<file path="config.mk">
export PLATFORM = sky130hd
export DESIGN_NAME = high_throughput_controller
export DESIGN_NICKNAME = d
export VERILOG_FILES = /design/src/rtl/high_throughput_pkg.sv /design/src/rtl/sync_fifo.sv /design/src/rtl/high_throughput_controller.sv
export SDC_FILE = /design/constraint.sdc
export NUM_CORES = 1
export LEC_CHECK = 0
export CAP_MARGIN = 30
export CELL_PAD_IN_SITES_DETAIL_PLACEMENT = 0
export CELL_PAD_IN_SITES_GLOBAL_PLACEMENT = 1
export CORE_ASPECT_RATIO = 1.5
export CORE_MARGIN = 8
export CORE_UTILIZATION = 30
export CTS_BUF_LIST = sky130_fd_sc_hd__clkbuf_16
export CTS_CLUSTER_SIZE = 30
export DETAILED_ROUTE_END_ITERATION = 7
export DONT_BUFFER_PORTS = 1
export PLACE_DENSITY_LB_ADDON = 0.1
export SKIP_CTS_REPAIR_TIMING = 1
export SLEW_MARGIN = 40
export SYNTH_ARGS = -nofsm -noshare
export SYNTH_HDL_FRONTEND = slang
export SYNTH_SLANG_ARGS = --single-unit
</file>
<file path="constraint.sdc">
create_clock -name clock -period 5.7 [get_ports clock]
set_clock_uncertainty 0.15 [all_clocks]
set_input_delay 1.71 -clock clock [delete_from_list [all_inputs] [get_ports clock]]
set_output_delay 1.71 -clock clock [all_outputs]
set_load 0.1 [all_outputs]
</file>
<file path="src/rtl/high_throughput_pkg.sv">
// Shared constants for the high-throughput controller slice.
package high_throughput_pkg;

   localparam int unsigned ByteWidth            = 8;
   localparam int unsigned DefReplicationFactor = 12;
   localparam int unsigned DefPipelineLatency   = 2;
   localparam int unsigned DefFifoDepth         = 16;
   localparam int unsigned StatsWidth           = 16;

endpackage

</file>
<file path="src/rtl/sync_fifo.sv">
// Synchronous FIFO with show-ahead head output and registered occupancy count.
// Depth must be a power of two so the pointers wrap naturally.
module sync_fifo #(
   parameter int unsigned Width = 8,
   parameter int unsigned Depth = 16
) (
   input  logic                       clk_i,
   input  logic                       rst_ni,
   input  logic                       push_i,
   input  logic [Width-1:0]           wdata_i,
   input  logic                       pop_i,
   output logic [Width-1:0]           rdata_o,
   output logic [$clog2(Depth):0]     count_o
);

   localparam int unsigned AddrW = $clog2(Depth);

   logic [Width-1:0] mem_q [Depth];
   logic [AddrW-1:0] wptr_q, wptr_d;
   logic [AddrW-1:0] rptr_q, rptr_d;
   logic [AddrW:0]   count_q, count_d;

   // Pointer and occupancy next-state.
   always_comb begin
      wptr_d  = wptr_q;
      rptr_d  = rptr_q;
      count_d = count_q;
      if (push_i) begin
         wptr_d = wptr_q + AddrW'(1);
      end
      if (pop_i) begin
         rptr_d = rptr_q + AddrW'(1);
      end
      count_d = count_q + (AddrW+1)'(push_i) - (AddrW+1)'(pop_i);
   end

   // Pointer and occupancy registers with synchronous active-low reset.
   always_ff @(posedge clk_i) begin
      if (!rst_ni) begin
         wptr_q  <= '0;
         rptr_q  <= '0;
         count_q <= '0;
      end else begin
         wptr_q  <= wptr_d;
         rptr_q  <= rptr_d;
         count_q <= count_d;
      end
   end

   // Storage array; contents need no reset since the head is gated when empty.
   always_ff @(posedge clk_i) begin
      if (push_i) begin
         mem_q[wptr_q] <= wdata_i;
      end
   end

   // Head is forced to zero while empty so no stale byte is ever visible.
   always_comb begin
      rdata_o = '0;
      if (count_q != '0) begin
         rdata_o = mem_q[rptr_q];
      end
   end

   assign count_o = count_q;

endmodule

</file>
<file path="src/rtl/high_throughput_controller.sv">
// Flow controller: registers replicated words into the processor, captures its
// results after a fixed latency and queues them, credit-protected, for the UART.
// Optional statistics counters: define HIGH_THROUGHPUT_CONTROLLER_STATS_EN.
module high_throughput_controller
   import high_throughput_pkg::*;
#(
   parameter int unsigned REPLICATION_FACTOR = DefReplicationFactor,
   parameter int unsigned PIPELINE_LATENCY   = DefPipelineLatency,
   parameter int unsigned FIFO_DEPTH         = DefFifoDepth
) (
   input  logic                                   clock,
   input  logic                                   reset,
   input  logic [ByteWidth*REPLICATION_FACTOR-1:0] in_data,
   input  logic                                   in_valid,
   output logic                                   in_ready,
   output logic                                   proc_enable,
   output logic [ByteWidth*REPLICATION_FACTOR-1:0] proc_data_in,
   input  logic [ByteWidth-1:0]                   proc_data_out,
   output logic [ByteWidth-1:0]                   out_data,
   output logic                                   out_valid,
   input  logic                                   out_ready,
   output logic [StatsWidth-1:0]                  words_accepted,
   output logic [StatsWidth-1:0]                  bytes_sent
);

   localparam int unsigned WordW = ByteWidth * REPLICATION_FACTOR;
   localparam int unsigned CredW = $clog2(FIFO_DEPTH + 1);
   localparam int unsigned CntW  = $clog2(FIFO_DEPTH) + 1;

   logic [CredW-1:0]            credits_q, credits_d;
   logic                        proc_enable_q, proc_enable_d;
   logic [WordW-1:0]            proc_data_in_q, proc_data_in_d;
   logic [PIPELINE_LATENCY-1:0] vld_q, vld_d;
   logic                        accept, pop, push;
   logic [CntW-1:0]             fifo_count;

   assign in_ready     = (credits_q != '0);
   assign accept       = in_valid & in_ready;
   assign out_valid    = (fifo_count != '0);
   assign pop          = out_valid & out_ready;
   assign push         = vld_q[PIPELINE_LATENCY-1];
   assign proc_enable  = proc_enable_q;
   assign proc_data_in = proc_data_in_q;

   // Credits count slots not yet claimed by a queued or in-flight result.
   always_comb begin
      credits_d = credits_q;
      unique case ({accept, pop})
         2'b10:   credits_d = credits_q - CredW'(1);
         2'b01:   credits_d = credits_q + CredW'(1);
         default: credits_d = credits_q;
      endcase
   end

   // Input register, enable strobe and result-tracking shift register.
   always_comb begin
      proc_enable_d  = accept;
      proc_data_in_d = proc_data_in_q;
      if (accept) begin
         proc_data_in_d = in_data;
      end
      vld_d    = vld_q;
      vld_d[0] = proc_enable_q;
      for (int i = 1; i < int'(PIPELINE_LATENCY); i++) begin
         vld_d[i] = vld_q[i-1];
      end
   end

   // Control state registers; reset discards everything in flight.
   always_ff @(posedge clock) begin
      if (!reset) begin
         credits_q      <= CredW'(FIFO_DEPTH);
         proc_enable_q  <= 1'b0;
         proc_data_in_q <= '0;
         vld_q          <= '0;
      end else begin
         credits_q      <= credits_d;
         proc_enable_q  <= proc_enable_d;
         proc_data_in_q <= proc_data_in_d;
         vld_q          <= vld_d;
      end
   end

   sync_fifo #(
      .Width (ByteWidth),
      .Depth (FIFO_DEPTH)
   ) u_result_fifo (
      .clk_i   (clock),
      .rst_ni  (reset),
      .push_i  (push),
      .wdata_i (proc_data_out),
      .pop_i   (pop),
      .rdata_o (out_data),
      .count_o (fifo_count)
   );

`ifdef HIGH_THROUGHPUT_CONTROLLER_STATS_EN
   logic [StatsWidth-1:0] words_q, words_d;
   logic [StatsWidth-1:0] bytes_q, bytes_d;

   // Wrapping accept and pop counters.
   always_comb begin
      words_d = words_q;
      bytes_d = bytes_q;
      if (accept) begin
         words_d = words_q + StatsWidth'(1);
      end
      if (pop) begin
         bytes_d = bytes_q + StatsWidth'(1);
      end
   end

   // Statistics registers.
   always_ff @(posedge clock) begin
      if (!reset) begin
         words_q <= '0;
         bytes_q <= '0;
      end else begin
         words_q <= words_d;
         bytes_q <= bytes_d;
      end
   end

   assign words_accepted = words_q;
   assign bytes_sent     = bytes_q;
`else
   assign words_accepted = '0;
   assign bytes_sent     = '0;
`endif

endmodule

</file>
# Word level (Yosys, flattened, before mapping)
# Memories as Yosys holds them, arrays and structs flattened. A register that Yosys moved wholly into a read port is not among the register bits.
# Index checks and enable logic that the tools add are counted.
[totals]
regBits = 117
in_bits = 108
ram_bits = 128
memories = 1
output_inout_bits = 139
[classes]
n_mux = 6
bitwise = 2
n_eq_ne = 2
addsub = 6
n_reduce_logical = 3
[mem_list]
columns = ["name", "words", "width", "read_ports", "rd_ports_with_merged_regs", "wr", "line", "rtl"]
rows = [
  ["u_result_fifo.mem_q", 16, 8, 1, 1, 1, "sync_fifo.sv:18", "logic [Width-1:0] mem_q [Depth];"],
]
[op_table]
columns = ["operator", "n"]
rows = [
  ["5-bit one-hot mux with 2 select lines", 1],
  ["5-bit nonzero test", 2],
  ["4-bit by 1-bit adder with 4-bit output, second input constant", 2],
  ["4-bit 2-to-1 mux", 2],
  ["8-bit 2-to-1 mux", 1],
  ["5-bit by 1-bit adder with 5-bit output", 1],
  ["5-bit by 1-bit adder with 5-bit output, second input constant", 1],
  ["5-bit by 1-bit subtractor with 5-bit output", 1],
  ["5-bit by 1-bit subtractor with 5-bit output, second input constant", 1],
  ["1-bit AND", 2],
  ["2-bit by 1-bit equality test with 1-bit output, second input constant", 1],
  ["2-bit equality test, second input constant", 1],
  ["1-bit 2-to-1 mux", 2],
  ["2-bit nonzero test", 1],
]

# Depth between registers and ports, before layout
# Gate-level depths: netlist of the first run.
[depth]
ltp_word = 4
ltp_mapped = 15

# Hierarchy
# A second synthesis of the first run with hierarchy kept.
[unflattened]
hier_cells = 815
area_unflattened_um2 = 10219.8
[by_module_without_submodules]
columns = ["module", "seq_area_each_um2", "n_inst", "cells_per_inst", "area_per_inst_um2"]
rows = [
  ["sync_fifo", 4184.0, 1, 318, 5864.4],
  ["high_throughput_controller", 2082.0, 1, 497, 4355.4],
]

# Worst setup path before layout of the first run
# No wires, ideal clock.
[synth_path]
path_type = "register to output"
from = "register u_result_fifo.count_q[2] (netlist: u_result_fifo.count_o[2])"
to = "output port out_data[4]"
stages_incl_launch_ff = 9
required_ns = 3.840
arrival_time_ns = 3.363
path_slack_ns = 0.477
cell_sequence = "dfxtp_1 -> inv_1 -> ha_1 -> or4b_1 -> buf_2 -> nor2b_1 -> clkbuf_1 -> a22oi_1 -> o211ai_1"
[synth_via]
elab_chain_cells = 2
[synth_rtl]
columns = ["item", "line", "rtl"]
rows = [
  ["start: declaration", "sync_fifo.sv:21", "logic [AddrW:0] count_q, count_d;"],
  ["start signal: assignment", "sync_fifo.sv:46", "count_q <= count_d;"],
  ["5-bit nonzero test", "-", ""],
  ["net out_valid", "high_throughput_controller.sv:20", "output logic out_valid,"],
  ["8-bit 2-to-1 mux", "sync_fifo.sv:60", "if (count_q != '0) begin"],
  ["end: declaration", "high_throughput_controller.sv:19", "output logic [ByteWidth-1:0] out_data,"],
]
# The timed path passes the listed nets, and every way through them passes these cells.

==> out/results.tsv, run 1 <==
metric	value	unit
synthSimpleGateAreaFrac	0.115	
clk_pin_slew	0.06	ns
required	3.84	ns
synth-compound-area-share	0.0737	
drive_above_1_share	0.220	
synth.area.top_cells	edfxtp_1, dfxtp_1, nand2_1	
ys_async_sr_fraction	0	
syn_area	9760	um^2
grt_pass1_wl	38.3	mm
yosys.area.top_type	edfxtp_1	
dr.pass1.iters	5	
synth_flop_cell	edfxtp_1	
viasPerCell	4.70	
port_buffers	0	
clockBufferDepth	3	
dp_slack	1.30	ns
cts.sinks	249	
post_drt_wl_per_cell	20.6	um
p_leak	3.91	nW
hold_depth	1	
yosys_warnings	0	
grtUsageTotal	0.130	
r2r_start	u_result_fifo.count_o[2]$_SDFF_PN0_	
cp_cell_sequence	buf_4 -> mux2i_1 -> a22oi_1 -> a22oi_1 -> o211ai_1 -> buf_16	
die_h	237	um
grt-ovfl-total	0	
start_util	0.302	
final_hold_viol_count	0	
crit_type	flop to output port	
setup_viol_count_final	0	
fp-row-count	81	
slew_headroom	0.466	
setup_tns	0	ns
reg2reg_to	credits_q[4]$_SDFFE_PN1P_	
status	completed	
core	32300	um^2
tightestPinTransition	0.799	ns
ios	247	
synth_xor_area_frac	0.0108	
finalCritPeriodShare	0.834	
post-synth-top-count-cell	nand2_1	
area_growth	13.4	%
holdPathEnd	vld_q[1]$_SDFF_PN0_	
ir_drop	200	uV
syn_inst	819	
synthAdderAreaFrac	0.0233	
powerDensity	525	nW/um^2
synth.top_cell.area_share	0.394	
h-tree-depth	1	
cp_common_cell	a22oi_1	
seq_area_frac_synth	0.642	
routabilityCongestion	0.772	
ys_types	39	
synth_enable_flop_cells	128	
grt_max_degree	98	
finalPower	0.00581	W
min_from	vld_q[0]$_SDFF_PN0_	
vias	5850	
die_area	38700	um^2
synth.area.mux_share	0.0786	
cts_root_buf	clkbuf_16	
drtIter0Drc	224	
synth-seq-cells	249	
rsz0062_at_grt	no	
avgSynthCellArea	11.9	um^2
cp_data_arrival_time	2.89	ns
clock_latency	0.52	ns
hold-worst-slack	0.281	ns
synth_top_family_by_area	simple AND/OR/NAND/NOR gates	
slowest_delay	0.81	ns
r2r_cells	12	
cts_tree	yes	
setup_ws	0.948	ns
cts_buffers	25	
drcViolationCount	0	
fmax	210	MHz
post-dp-hpwl	18.7	mm
hold_class	flop to flop	
antenna_found_initial	0	
postRouteAntennaNets	0	
drv_cap	0	
r2r_setup_slack	2.39	ns
yosys-top-cells-count	nand2_1, edfxtp_1, dfxtp_1	
nNetsFinal	936	
routed_wl	25.6	mm
num_antenna_cells	0	
grt_pass1_vias	6282	
cp_max_fo	20	
crit_path_start_kind	flop	
slew_violations	0	
fin_crit	4.75	ns
crit_path_end_kind	output port	
fp.dieW	163	um
worst_path_max_delay_cell	dfxtp_2	
[how the worst max path moves through the flow]
stage,startpoint,endpoint,slack [ns],depth (start not counted)
floorplan,u_result_fifo.count_o[2]$_SDFF_PN0_,out_data[4],0.48,8
global placement,flop,out_data[0],1.40,6
detailed placement,u_result_fifo.count_o[2]$_SDFF_PN0_,out_data[1],1.30,7
CTS,u_result_fifo.count_o[2]$_SDFF_PN0_,out_data[1],0.72,7
global route,flop,out_data[3],0.67,6
finish,flop,out_data[3],0.95,6
[critical path: cells and delay by family, from the launching register on]
family / cells / cell delay (ns)
compound gates: 3 / 0.80
mux: 1 / 0.13
buf+inv: 2 / 0.62
flops: 1 / 0.81
[cells in the final DEF (no fill, tap or decap), types with 4 or more instances in the layout]
cell type  netlist  routed
a21oi_1        102     102
a22oi_1         14      14
and2_1          20      20
buf_16           0       7
buf_4           36       6
clkbuf_16        0      26
clkinv_2         0       6
conb_1           1      32
dfxtp_1        121      23
dfxtp_2          0      98
edfxtp_1       128     128
ha_1            15      15
inv_1           12      19
mux2i_1         17      17
mux4_2          25      25
nand2_1        198     198
nand3_1         18      18
nor2_1          21      21
o211ai_1         7       7
xnor2_1          4       4
xor2_1           8       8
[power breakdown]
| part | internal, W | total (W) | switching (W) |
|---|---|---|---|
| Combinational | 0.000605 | 0.00160 | 0.000996 |
| Sequential | 0.00202 | 0.00266 | 0.000645 |
| Clock | 0.000868 | 0.00154 | 0.000675 |
[flip-flops by register name, summed over array words and instances, names as in the netlist, named ones only]
signal and count:
credits_q 5, proc_enable 1, vld_q 2, u_result_fifo.wptr_q 4, u_result_fifo.count_o 5, proc_data_in 96, u_result_fifo.rptr_q 4, u_result_fifo.mem_q 128
[metrics by stage]
| step | cell area, um^2 | cells | util |
|---|---|---|---|
| 2_1_floorplan | 9880 | 850 | - |
| 3_3_place_gp | 10200 | 1199 | 0.315 |
| 3_5_place_dp | 10300 | 1199 | 0.319 |
| 4_1_cts | 11100 | 1244 | 0.342 |
| 5_1_grt | 11100 | 1244 | 0.342 |
| 6_report | 11100 | 1244 | 0.342 |
[metal layers]
metal	vias to the layer above	routed length (um)	track usage
met4	0	979	0.0608
li1	2768	-	-
met3	46	2530	0.0521
met2	223	13600	0.235
met5	-	0	0
met1	2813	8500	0.124
[layout make-up]
| cell class | instances | area [um^2] |
|---|---|---|
| multi-input combinational | 506 | 3070 |
| tap | 415 | 519 |
| fill | 3186 | 21300 |
| timing repair buffer | 15 | 260 |
| clock buffer | 26 | 651 |
| sequential | 249 | 6390 |
| inverter | 14 | 62.6 |
| clock inverter | 19 | 111 |
[logic make-up after synthesis]
group	after synthesis
other cells	1
flops	249
compound gates	130
buf+inv	95
xor+xnor	12
fa+ha+maj	17
simple gates	270
mux	45
(Power assumes the default switching activity.)
==> run 2: changes to the inputs <==
Clock period 5.7 ns to 3.81 ns, I/O delays scaled along.
==> run 2 against run 1 <==
Non-clock buffer count increased by 5. Critical path type unchanged. Sequential share of layout area decreased by 1.0 points. Die area unchanged. Setup slack got worse by 0.85 ns. Clock-buffer cell count increased by 3. Critical path depth increased by 1. Worst hold slack improved by 0.0031 ns. Clock power increased by 60%. First-iteration DRC count increased by 27%. Combinational power increased by 62%. Highest routed layer unchanged. Sequential cell count unchanged. Power increased by 55%.
==> out/results.tsv, run 2 (synthesis gave the netlist of run 1 again) <==
metric	value	unit	change
cp_max_fo	15		was 20
drcViolationCount	0		unchanged
ir_drop	381	uV	was 200 uV
hold_class	flop to flop		unchanged
vias	5954		was 5850
drtIter0Drc	285		was 224
crit_path_start_kind	flop		unchanged
grt-busiest-layer	met2		unchanged
regMostFlops	u_result_fifo.mem_q		unchanged
cp_cell_sequence	inv_2 -> ha_2 -> or4b_4 -> and2_4 -> a22oi_1 -> o211ai_1 -> clkbuf_16		was buf_4 -> mux2i_1 -> a22oi_1 -> a22oi_1 -> o211ai_1 -> buf_16
post-dp-hpwl	19.2	mm	was 18.7 mm
setup_tns	0	ns	unchanged
dr.pass1.iters	4		was 5
p_leak	4.01	nW	was 3.91 nW
nNetsFinal	943		was 936
status	completed		unchanged
setup_ws	0.0949	ns	was 0.948 ns
num_antenna_cells	0		unchanged
cts_buffers	26		was 25
routed_wl	27.0	mm	was 25.6 mm
port_buffers	0		unchanged
clock_latency	0.53	ns	was 0.52 ns
grt_pass1_vias	6327		was 6282
drive_above_1_share	0.236		was 0.220
cts_tree	yes		unchanged
final_cell_mix	nand2_1, edfxtp_1, a21oi_1		unchanged
grt_pass1_wl	39.9	mm	was 38.3 mm
clk_pin_slew	0.06	ns	about the same
tightestPinTransition	0.750	ns	was 0.799 ns
r2r_cells	13		was 12
viasPerCell	4.75		was 4.70
dp_slack	0.542	ns	was 1.30 ns
min_from	vld_q[0]$_SDFF_PN0_		unchanged
hold_depth	1		unchanged
slew_headroom	0.500		was 0.466
routabilityCongestion	0.782		was 0.772
cts.sinks	249		unchanged
cts_root_buf	clkbuf_16		unchanged
die_h	237	um	unchanged
start_util	0.302		unchanged
rsz0062_at_grt	no		unchanged
clockBufferDepth	3		unchanged
required	2.52	ns	was 3.84 ns
powerDensity	798	nW/um^2	was 525 nW/um^2
slowest_delay	0.51	ns	was 0.81 ns
path_delay_family	simple AND/OR/NAND/NOR gates		was flip-flops
post_drt_wl_per_cell	21.5	um	was 20.6 um
fp.dieW	163	um	unchanged
r2r_setup_slack	0.51	ns	was 2.39 ns
postRouteAntennaNets	0		unchanged
grt_max_degree	98		unchanged
setup_viol_count_final	0		unchanged
die_area	38700	um^2	unchanged
crit_buf_inv	2		unchanged
largest_register_ff_count	128		unchanged
fin_crit	3.72	ns	
grtUsageTotal	0.135		was 0.130
antenna_found_initial	0		unchanged
ios	247		unchanged
worst_path_max_delay_cell	or4b_4		was dfxtp_2
grt-ovfl-total	0		unchanged
h-tree-depth	1		unchanged
crit_type	flop to output port		unchanged
area_growth	15.6	%	was 13.4%
final_hold_viol_count	0		unchanged
use_met3	0.0591		was 0.0521
core	32300	um^2	unchanged
drv_cap	0		unchanged
fp-row-count	81		unchanged
crit_path_start	u_result_fifo.count_o[2]$_SDFF_PN0_		
slew_violations	0		unchanged
met1_usage	0.134		was 0.124
r2r_start	u_result_fifo.count_o[2]$_SDFF_PN0_		unchanged
met2_usage	0.242		was 0.235
finalCritPeriodShare	0.975		
fmax	269	MHz	
cp_data_arrival_time	2.42	ns	was 2.89 ns
final_common_cell	nand2_1		unchanged
crit_path_end_kind	output port		unchanged
holdPathEnd	vld_q[1]$_SDFF_PN0_		unchanged
reg2reg_to	credits_q[4]$_SDFFE_PN1P_		unchanged
-- run 2: how the worst max path moves through the flow --
| stage | cells after the start | slack (ns) | endpoint |
|---|---|---|---|
| after floorplan | 8 | -0.29 | out_data[4] |
| after global placement | 5 | 0.56 | out_data[6] |
| after detailed placement | 5 | 0.54 | out_data[6] |
| after CTS | 5 | -0.05 | out_data[6] |
| final | 7 | 0.09 | out_data[7] |
| after global routing | 7 | 0.02 | out_data[0] |
-- run 2: report_power, final --
part / switching (W) / internal (W) / leakage, nW / total [W]
logic: 0.00160 / 0.000999 / 1.38 / 0.00260
clock network: 0.00103 / 0.00142 / 0.445 / 0.00246
registers: 0.000915 / 0.00302 / 2.18 / 0.00394
-- run 2: worst reg2reg max path, stage by stage (launching register included) --
cell and delay (ns):
dfxtp_2 0.33, inv_2 0.06, ha_2 0.16, or4b_4 0.51, buf_4 0.18, nand2_1 0.12
inv_1 0.08, ha_1 0.20, inv_1 0.16, ha_1 0.30, a21o_1 0.20, a21oi_1 0.20
mux2i_1 0.22, mux2_2 0.34
-- run 2: final cells by class --
cell class / instances / area (um^2)
fill: 3177 / 21100
multi-input combinational: 507 / 3110
timing repair buffer: 20 / 367
sequential: 249 / 6390
clock buffer: 29 / 726
inverter: 14 / 58.8
clock inverter: 19 / 101
tap: 415 / 519
-- run 2: per-stage QoR --
| step | total power [W] | area, um^2 | hold slack (ns) | instances | utilization |
|---|---|---|---|---|---|
| final | 0.00899 | 11300 | 0.284 | 1253 | 0.349 |
| after global routing | 0.00941 | 11300 | 0.308 | 1253 | 0.349 |
| after CTS | 0.00904 | 11200 | 0.292 | 1249 | 0.346 |
| after detailed placement | 0.00656 | 10400 | 0.276 | 1201 | 0.321 |
| after global placement | 0.00648 | 10200 | 0.283 | 1201 | 0.317 |
| after floorplan | 0.00586 | 9950 | 0.262 | 850 | - |
-- run 2: layer usage --
layer	vias to the layer above	share of wire
met2	220	0.53
met3	43	0.10
met1	2908	0.35
li1	2783	-
met5	-	0
met4	0	0.024
==> run 3: changes to the inputs <==
Settings changed: CTS_BUF_LIST sky130_fd_sc_hd__clkbuf_16 to default, CTS_CLUSTER_DIAMETER from default to 150, GPL_ROUTABILITY_DRIVEN from default to 0.
==> run 3 against run 2 <==
Via count shrank 1.4%. Wire length fell by 1.1%. Worst hold slack improved by 0.012 ns. Power is 11% lower. Global-route usage shrank 0.19 points. First-iteration DRC count is 8.1% higher. Critical path depth did not move. Clock-buffer cell count is 11 lower. Critical endpoint is now out_data[5].
==> out/results.tsv, run 3 (synthesis gave the netlist of run 1 again) <==
metric	value	unit	change
crit_path_end_kind	output port		unchanged
die_h	237	um	unchanged
cts_tree	yes		unchanged
p_leak	3.74	nW	was 4.01 nW
crit_type	flop to output port		unchanged
grt_pass1_vias	6168		was 6327
powerDensity	743	nW/um^2	was 798 nW/um^2
largest_register_ff_count	128		unchanged
h-tree-depth	1		unchanged
fp-row-count	81		unchanged
final_common_cell	nand2_1		unchanged
fill_cells	3203		was 3177
clock_latency	0.49	ns	was 0.53 ns
place_area	10400	um^2	unchanged
dr.pass1.iters	4		unchanged
drtIter0Drc	308		was 285
hold_class	flop to flop		unchanged
slew_headroom	0.509		was 0.500
tightestPinTransition	0.737	ns	was 0.750 ns
r2r_start	u_result_fifo.count_o[2]$_SDFF_PN0_		unchanged
post-dp-hpwl	19.2	mm	unchanged
crit_path_start	u_result_fifo.count_o[2]$_SDFF_PN0_		unchanged
worst_path_max_delay_cell	or4b_4		unchanged
drive_above_1_share	0.219		was 0.236
cts_root_buf	clkbuf_16		unchanged
r2r_setup_slack	0.37	ns	was 0.51 ns
ir_drop	364	uV	was 381 uV
dpl.cell_count	1201		unchanged
port_buffers	0		unchanged
postRouteAntennaNets	0		unchanged
drcViolationCount	0		unchanged
critPathCapture	out_data[5]		was out_data[7]
vias	5871		was 5954
grt-ovfl-total	0		unchanged
crit_path_start_kind	flop		unchanged
viasPerCell	4.79		was 4.75
post_drt_wl_per_cell	21.8	um	was 21.5 um
setup_viol_count_final	0		unchanged
fin_cells	1225		was 1253
cp_cell_sequence	inv_2 -> ha_2 -> or4b_4 -> and2_4 -> a22oi_2 -> o211ai_1 -> buf_16		was inv_2 -> ha_2 -> or4b_4 -> and2_4 -> a22oi_1 -> o211ai_1 -> clkbuf_16
cts_buffers	12		was 26
status	completed		unchanged
fin_crit	3.68	ns	was 3.72 ns
core	32300	um^2	unchanged
area_growth	10.8	%	was 15.6%
clockBufferDepth	3		unchanged
path_delay_family	simple AND/OR/NAND/NOR gates		unchanged
drv_cap	0		unchanged
fmax	272	MHz	was 269 MHz
die_area	38700	um^2	unchanged
r2r_cells	14		was 13
rsz0062_at_grt	no		unchanged
ios	247		unchanged
cp_data_arrival_time	2.39	ns	was 2.42 ns
nNetsFinal	930		was 943
antenna_found_initial	0		unchanged
cts.sinks	249		unchanged
finalCritPeriodShare	0.967		was 0.975
path_depth	7		unchanged
crit_buf_inv	2		unchanged
grt_max_degree	98		unchanged
reg2reg_to	credits_q[4]$_SDFFE_PN1P_		unchanged
start_util	0.302		unchanged
clk_pin_slew	0.11	ns	was 0.06 ns
postLayoutCoreUtil	0.334		was 0.349
regMostFlops	u_result_fifo.mem_q		unchanged
final_cell_mix	nand2_1, edfxtp_1, a21oi_1		unchanged
design_area	10800	um^2	was 11300 um^2
grtUsageTotal	0.133		was 0.135
routed_wl	26.7	mm	was 27.0 mm
slew_violations	0		unchanged
num_antenna_cells	0		unchanged
grt_pass1_wl	39.3	mm	was 39.9 mm
final_hold_viol_count	0		unchanged
cp_max_fo	8		was 15
slowest_delay	0.53	ns	was 0.51 ns
required	2.52	ns	about the same
fp.dieW	163	um	unchanged
==> run 3: cell types whose count changed in the layout (fill, tap and decap cells not counted), sizes merged <==
| cell | change |
|---|---|
| and2 | +1 |
| bufinv | -1 |
| clkinv | -6 |
| inv | -11 |
| clkbuf | -11 |
==> run 3: final cells by class <==
type                    count  area [um^2]  area share
multi-input cells         508         3120       0.289
flip-flops and latches    249         6390       0.591
inverters                  14         58.8     0.00544
repair buffers             20          347      0.0321
clock inverters             1         30.0     0.00278
clock buffers              18          344      0.0318
well taps                 415          519      0.0480
==> run 3: power by group <==
| group | total (W) | switching [W] | internal [W] |
|---|---|---|---|
| registers | 0.00393 | 0.000912 | 0.00302 |
| clock network | 0.00152 | 0.000867 | 0.000654 |
| logic | 0.00258 | 0.00160 | 0.000983 |
| total | 0.00803 | 0.00337 | 0.00466 |
==> run 3: routing by layer <==
metal | vias up | routed length (um) | track usage
li1 | 2733 | - | -
met1 | 2904 | 9210 | 0.137
met2 | 205 | 14200 | 0.240
met3 | 29 | 2720 | 0.0551
met4 | 0 | 566 | 0.0374
met5 | - | 0 | 0
==> run 3: worst min-delay path by stage <==
stage,startpoint,endpoint,slack (ns),cells past startpoint
floorplan,vld_q[0]$_SDFF_PN0_,vld_q[1]$_SDFF_PN0_,0.26,1
global placement,vld_q[0]$_SDFF_PN0_,vld_q[1]$_SDFF_PN0_,0.28,1
detailed placement,vld_q[0]$_SDFF_PN0_,vld_q[1]$_SDFF_PN0_,0.28,1
CTS,vld_q[0]$_SDFF_PN0_,vld_q[1]$_SDFF_PN0_,0.30,1
global route,vld_q[0]$_SDFF_PN0_,vld_q[1]$_SDFF_PN0_,0.32,1
finish,vld_q[0]$_SDFF_PN0_,vld_q[1]$_SDFF_PN0_,0.30,1
==> run 3: per-stage QoR <==
stage / total power [W] / TNS (ns) / setup WS, ns / hold slack (ns)
finish: 0.00803 / 0 / 0.127 / 0.296
global route: 0.00843 / 0 / 0.0234 / 0.321
CTS: 0.00809 / -0.0284 / -0.0284 / 0.305
detailed placement: 0.00656 / 0 / 0.542 / 0.276
global placement: 0.00648 / 0 / 0.555 / 0.283
floorplan: 0.00586 / -1.68 / -0.294 / 0.262
